==> src/rtl/ysyx_22040931_bru_bht.sv <==
// ----------------------------------------------------------------------------
// ysyx_22040931_bru_bht
//
// Branch resolution unit with a bimodal branch history table.
// Resolves the six conditional branches in one registered stage, computes the
// redirect target, flags mispredictions against the fetch-time prediction,
// trains a table of 2-bit saturating counters and serves a same-cycle
// prediction lookup to fetch.
//
// Ports
//   clk, rst_n      clock, synchronous active-low reset
//   lk_pc/lk_taken  fetch lookup: prediction = MSB of counter at lk_pc[IDX+1:2]
//   in_*            request (valid/ready handshake), operands, PC, immediate,
//                   prediction used by fetch
//   flush           kills the pending result and blocks a same-cycle accept
//   out_*           registered result (valid/ready handshake)
//   cnt_branch      legal branches accepted
//   cnt_mispred     legal branches accepted that mispredicted
// ----------------------------------------------------------------------------
module ysyx_22040931_bru_bht #(
    parameter int XLEN      = 64,
    parameter int BHT_DEPTH = 64,
    parameter int CNT_W     = 32
) (
    input  logic             clk,
    input  logic             rst_n,
    input  logic [XLEN-1:0]  lk_pc,
    output logic             lk_taken,
    input  logic             in_valid,
    output logic             in_ready,
    input  logic [6:0]       in_opcode,
    input  logic [2:0]       in_funct3,
    input  logic [XLEN-1:0]  in_rs1,
    input  logic [XLEN-1:0]  in_rs2,
    input  logic [XLEN-1:0]  in_pc,
    input  logic [XLEN-1:0]  in_imm,
    input  logic             in_pred,
    input  logic             flush,
    output logic             out_valid,
    input  logic             out_ready,
    output logic             out_btype,
    output logic             out_taken,
    output logic [XLEN-1:0]  out_target,
    output logic             out_mispred,
    output logic [CNT_W-1:0] cnt_branch,
    output logic [CNT_W-1:0] cnt_mispred
);

    localparam int         IDX       = $clog2(BHT_DEPTH);
    localparam logic [6:0] OP_BRANCH = 7'b1100011;

    logic [1:0]      r_bht [BHT_DEPTH];
    logic            r_out_valid;
    logic            r_out_btype;
    logic            r_out_taken;
    logic [XLEN-1:0] r_out_target;
    logic            r_out_mispred;
    logic [CNT_W-1:0] r_cnt_branch;
    logic [CNT_W-1:0] r_cnt_mispred;

    logic            w_accept;
    logic            w_legal;
    logic            w_eq;
    logic            w_lt;
    logic [XLEN:0]   w_diff;
    logic            w_ltu;
    logic            w_cond;
    logic            w_taken;
    logic [XLEN-1:0] w_target;
    logic            w_mispred;
    logic            w_upd;
    logic [IDX-1:0]  w_tr_idx;
    logic [IDX-1:0]  w_lk_idx;

    // Ready is held low during reset so nothing is captured in that cycle.
    assign in_ready = rst_n && !flush && (!r_out_valid || out_ready);
    assign w_accept = in_valid && in_ready;

    assign w_legal = (in_opcode == OP_BRANCH) && (in_funct3[2:1] != 2'b01);

    assign w_eq   = (in_rs1 == in_rs2);
    assign w_lt   = ($signed(in_rs1) < $signed(in_rs2));
    // Zero-extended subtraction: the top bit is the unsigned borrow.
    assign w_diff = {1'b0, in_rs1} - {1'b0, in_rs2};
    assign w_ltu  = w_diff[XLEN];

    // funct3[2:1] selects the relation, funct3[0] inverts it.
    always_comb begin
        w_cond = 1'b0;
        case (in_funct3[2:1])
            2'b00:   w_cond = w_eq;
            2'b10:   w_cond = w_lt;
            2'b11:   w_cond = w_ltu;
            default: w_cond = 1'b0;
        endcase
    end

    assign w_taken   = w_legal && (w_cond ^ in_funct3[0]);
    assign w_target  = w_taken ? (in_pc + in_imm) : (in_pc + XLEN'(4));
    assign w_mispred = w_legal && (w_taken != in_pred);
    assign w_upd     = w_accept && w_legal;

    assign w_tr_idx = in_pc[IDX+1:2];
    assign w_lk_idx = lk_pc[IDX+1:2];

    // Read-before-write: the lookup sees the registered value this cycle.
    assign lk_taken = r_bht[w_lk_idx][1];

    always_ff @(posedge clk) begin
        if (!rst_n) begin
            for (int i = 0; i < BHT_DEPTH; i++) begin
                r_bht[i] <= 2'b01;
            end
        end else if (w_upd) begin
            if (w_taken && (r_bht[w_tr_idx] != 2'b11)) begin
                r_bht[w_tr_idx] <= r_bht[w_tr_idx] + 2'b01;
            end else if (!w_taken && (r_bht[w_tr_idx] != 2'b00)) begin
                r_bht[w_tr_idx] <= r_bht[w_tr_idx] - 2'b01;
            end
        end
    end

    always_ff @(posedge clk) begin
        if (!rst_n) begin
            r_out_valid   <= 1'b0;
            r_out_btype   <= 1'b0;
            r_out_taken   <= 1'b0;
            r_out_target  <= '0;
            r_out_mispred <= 1'b0;
        end else begin
            if (flush) begin
                r_out_valid <= 1'b0;
            end else if (w_accept) begin
                r_out_valid <= 1'b1;
            end else if (out_ready) begin
                r_out_valid <= 1'b0;
            end
            // Payload only moves on accept, so it holds while stalled.
            if (w_accept) begin
                r_out_btype   <= w_legal;
                r_out_taken   <= w_taken;
                r_out_target  <= w_target;
                r_out_mispred <= w_mispred;
            end
        end
    end

    always_ff @(posedge clk) begin
        if (!rst_n) begin
            r_cnt_branch  <= '0;
            r_cnt_mispred <= '0;
        end else if (w_upd) begin
            r_cnt_branch <= r_cnt_branch + CNT_W'(1);
            if (w_mispred) begin
                r_cnt_mispred <= r_cnt_mispred + CNT_W'(1);
            end
        end
    end

    assign out_valid   = r_out_valid;
    assign out_btype   = r_out_btype;
    assign out_taken   = r_out_taken;
    assign out_target  = r_out_target;
    assign out_mispred = r_out_mispred;
    assign cnt_branch  = r_cnt_branch;
    assign cnt_mispred = r_cnt_mispred;

endmodule

==> config.mk <==
export PLATFORM = sky130hd
export DESIGN_NAME = ysyx_22040931_bru_bht
export DESIGN_NICKNAME = d
export VERILOG_FILES = /design/src/rtl/ysyx_22040931_bru_bht.sv
export SDC_FILE = /design/constraint.sdc
export NUM_CORES = 1
export LEC_CHECK = 0
export CAP_MARGIN = 25
export CORE_UTILIZATION = 51
export CTS_CLUSTER_SIZE = 14
export DETAILED_ROUTE_END_ITERATION = 16
export GPL_TIMING_DRIVEN = 0
export HOLD_SLACK_MARGIN = 0.06
export PLACE_DENSITY = 0.87
export SYNTH_ARGS = -nofsm -noshare
export SYNTH_HDL_FRONTEND = slang
export SYNTH_SLANG_ARGS = --single-unit
==> constraint.sdc <==
create_clock -name clk -period 6.1 [get_ports clk]
set_clock_uncertainty 0.05 [all_clocks]
set_input_delay 1.22 -clock clk [delete_from_list [all_inputs] [get_ports clk]]
set_output_delay 1.22 -clock clk [all_outputs]
set_load 0.1 [all_outputs]
==> results.sh <==
export IMPL_worstPathRequired_ns=6.32
export IMPL_initial_core_util_pct=51.6
export IMPL_fin_nets=3187
export IMPL_slew_violations=0
export IMPL_grt_start_max_net_pins=16
export IMPL_fin_area_um2=25200
export IMPL_leakagePower_nw=8.88
export IMPL_via_count=21227
export IMPL_cp_end_kind="flip-flop"
export IMPL_synth_top_family_by_area="compound AO/OA/AOI/OAI gates"
export IMPL_clockRootBuffer="clkbuf_16"
export IMPL_power_frac_clock_pct=34.4
export IMPL_setup_violations=0
export IMPL_clkTransAtPathRegs_ns=0.06
export IMPL_synth_compound_area_share_pct=23.3
export IMPL_dp_hpwl_um=60400
export IMPL_synth_edf_count=128
export IMPL_cts_made_buffers=28
export IMPL_path_class="in -> reg"
export IMPL_postCtsSetupRepairBufs=0
export IMPL_grt_pass1_vias=20615
export IMPL_drtIter0Drc=2385
export IMPL_layout_common_cells="clkdlybuf4s50_1, nor2_1, o21ai_0"
export IMPL_worst_skew_pair_late_latency_ns=0.59
export IMPL_postPlaceCellArea_um2=24200
export IMPL_antenna_found_initial=5
export IMPL_rsz0062_at_grt="no"
export IMPL_avgSynthCellArea_um2=8.52
export IMPL_synthesis_yosys_warnings=0
export IMPL_dieArea_um2=38800
export IMPL_hp_class="reg -> reg"
export IMPL_swShare_pct=33.3
export IMPL_drive_gt1_share_pct=4.74
export IMPL_fin_crit_sh_pct=97.9
export IMPL_fp_row_count=71
export IMPL_htreeDepth=1
export IMPL_dpl_worst_slack_ns=-0.425
export IMPL_synth_seq_area_share_pct=33.4
export IMPL_arrival_ns=6.19
export IMPL_clockBufferDepth=3
export IMPL_core_area_um2=37600
export IMPL_use_met1_pct=48.6
export IMPL_tightest_slew_ns=1.19
export IMPL_wl_um=78800
export IMPL_intPower_mw=3.36
export IMPL_syn_nets=2744
export IMPL_place_congestion=1.09
export IMPL_fmaxAchievable_mhz=167
export IMPL_min_period_ns=5.97
export IMPL_powerDensity_nw_per_um2=200
export IMPL_met2_usage_pct=63.1
export IMPL_slew_headroom_pct=20.6
export IMPL_ys_flop_type="dfxtp_1"
export IMPL_power_switching_mw=1.68
export IMPL_pwr_share_comb_pct=27.9
export IMPL_drtPass1Iterations=6
export IMPL_grt_first_pass_wirelength_um=118000
export IMPL_cts_tree="done"
export IMPL_die_y_um=197
export IMPL_avgViaCountPerCell=6.52
export IMPL_fp_dieW_um=197
export IMPL_ir_drop_uv=206
export IMPL_met3_usage_pct=10.7
export IMPL_hold_worst_slack_ns=0.422
export IMPL_start_kind="primary input"
export IMPL_yosys_register_bits=260
export IMPL_async_flop_share_pct=0
export IMPL_io_pins=470
export IMPL_synthCells=2277
export IMPL_grt_ovfl_total=0
export IMPL_critPathMaxFanout=10
export IMPL_grt_busiest_layer="met2"
export IMPL_port_buffers=408
export IMPL_clkSinkCount=260
export IMPL_route_detailed_drc=0
export IMPL_synth_area_mux_share_pct=4.29
export IMPL_fillers=3030
export IMPL_seqPwrFrac_pct=37.7
export IMPL_synthAdderAreaFrac_pct=8.48
export IMPL_synth_distinct_cells=74
export IMPL_avgRoutedWirePerCell_um=24.2
export IMPL_power_mw=5.04
export IMPL_utilization_pct=67.1
export IMPL_grt_use_total_pct=39.6
export IMPL_status="finished, final reports clean"
export IMPL_antenna_left=0
export IMPL_final_common_cell="clkdlybuf4s50_1"
export IMPL_yosys_area_share_simple_pct=18.6
export IMPL_netlist_area_um2=19400
export IMPL_synth_xor_area_share_pct=6.86
export IMPL_cap_violations=0
export IMPL_syn_to_final_growth_pct=30.0
export IMPL_finalHoldViolations=0
export IMPL_fin_ws_ns=0.130
-- kinds of logic (layout without fill, tap and decap cells) --
kind of cell	count (synthesis)	count (layout)
flip-flops	260	260
adder cells (fa/ha/maj)	131	131
AND/OR/NAND/NOR	741	741
other	0	4
XOR/XNOR	152	152
AO/OA/AOI/OAI	690	690
buffers and inverters	252	717
multiplexers	51	51
-- layer usage --
metal	wire length, um	part of all wire, %
met1	29100	37
met2	35200	45
met4	4860	6.2
met3	9500	12
met5	43	0.055
-- power by group through the flow --
stage | clock, mW | combinational (mW) | sequential [mW]
floorplan | 0 | 0.678 | 2.09
global placement | 0 | 1.33 | 1.93
detailed placement | 0 | 1.35 | 1.93
CTS | 1.73 | 1.36 | 1.90
global route | 1.80 | 1.49 | 1.90
finish | 1.73 | 1.41 | 1.90
-- synthesized netlist by cell type (69+ instances only) --
library cell	instances	area (um^2)
o21ai_0	175	876
nand2_1	155	582
xor2_1	69	604
inv_1	98	368
a21oi_1	173	866
nor2_1	222	833
xnor2_1	83	727
ha_1	130	1630
nand3_1	122	611
clkbuf_1	117	439
dfxtp_1	132	2640
edfxtp_1	128	3840
-- state kept, by name (all words and copies together), names as in the netlist --
name / flops
cnt_branch: 32
r_bht: 128
out_mispred: 1
out_taken: 1
cnt_mispred: 32
out_btype: 1
out_valid: 1
out_target: 64
-- worst max-delay path, stage by stage --
cell	delay, ns
clkdlybuf4s50_1	0.79
and3b_1	0.40
buf_2	0.42
clkbuf_1	0.80
a22oi_1	0.16
nand4_1	0.23
a21oi_1	0.09
and4_1	0.24
or2_2	0.34
mux2i_2	0.53
clkbuf_1	0.65
o41ai_1	0.27
-- path summary, 6_finish.rpt --
| kind | start | to | slack (ns) | cells past startpoint |
|---|---|---|---|---|
| setup / recovery | in_pc[2] | r_bht[50][0] | 0.13 | 12 |
| hold / removal | out_target[55] | out_target[55] | 0.42 | 2 |
| setup reg to reg | out_valid | r_bht[16][0] | 1.79 | 7 |
| hold reg to reg | out_target[55] | out_target[55] | 0.42 | 2 |
-- what timing repair did --
item,4_1_cts,5_1_grt
resized for setup,3,10
hold buffers,0,0
endpoints found under the setup margin,1,30
-- layout make-up --
type	count	area [um^2]	area share, %
Timing Repair Buffer	413	4160	16.5
Multi-Input combinational cell	1765	12000	47.6
Inverter	99	372	1.47
Clock inverter	12	93.8	0.372
Sequential cell	260	6490	25.7
Antenna cell	4	10.0	0.0397
Tap cell	511	639	2.53
Buffer	153	618	2.45
Clock buffer	40	843	3.34
-- through the flow --
stage	setup TNS [ns]	cells
detailed placement	-24.76	3200
CTS	0	3252
global route	0	3254
floorplan	0	2277
global placement	-154.34	3196
finish	0	3257
Note: power is estimated with default switching activity, not from simulation.
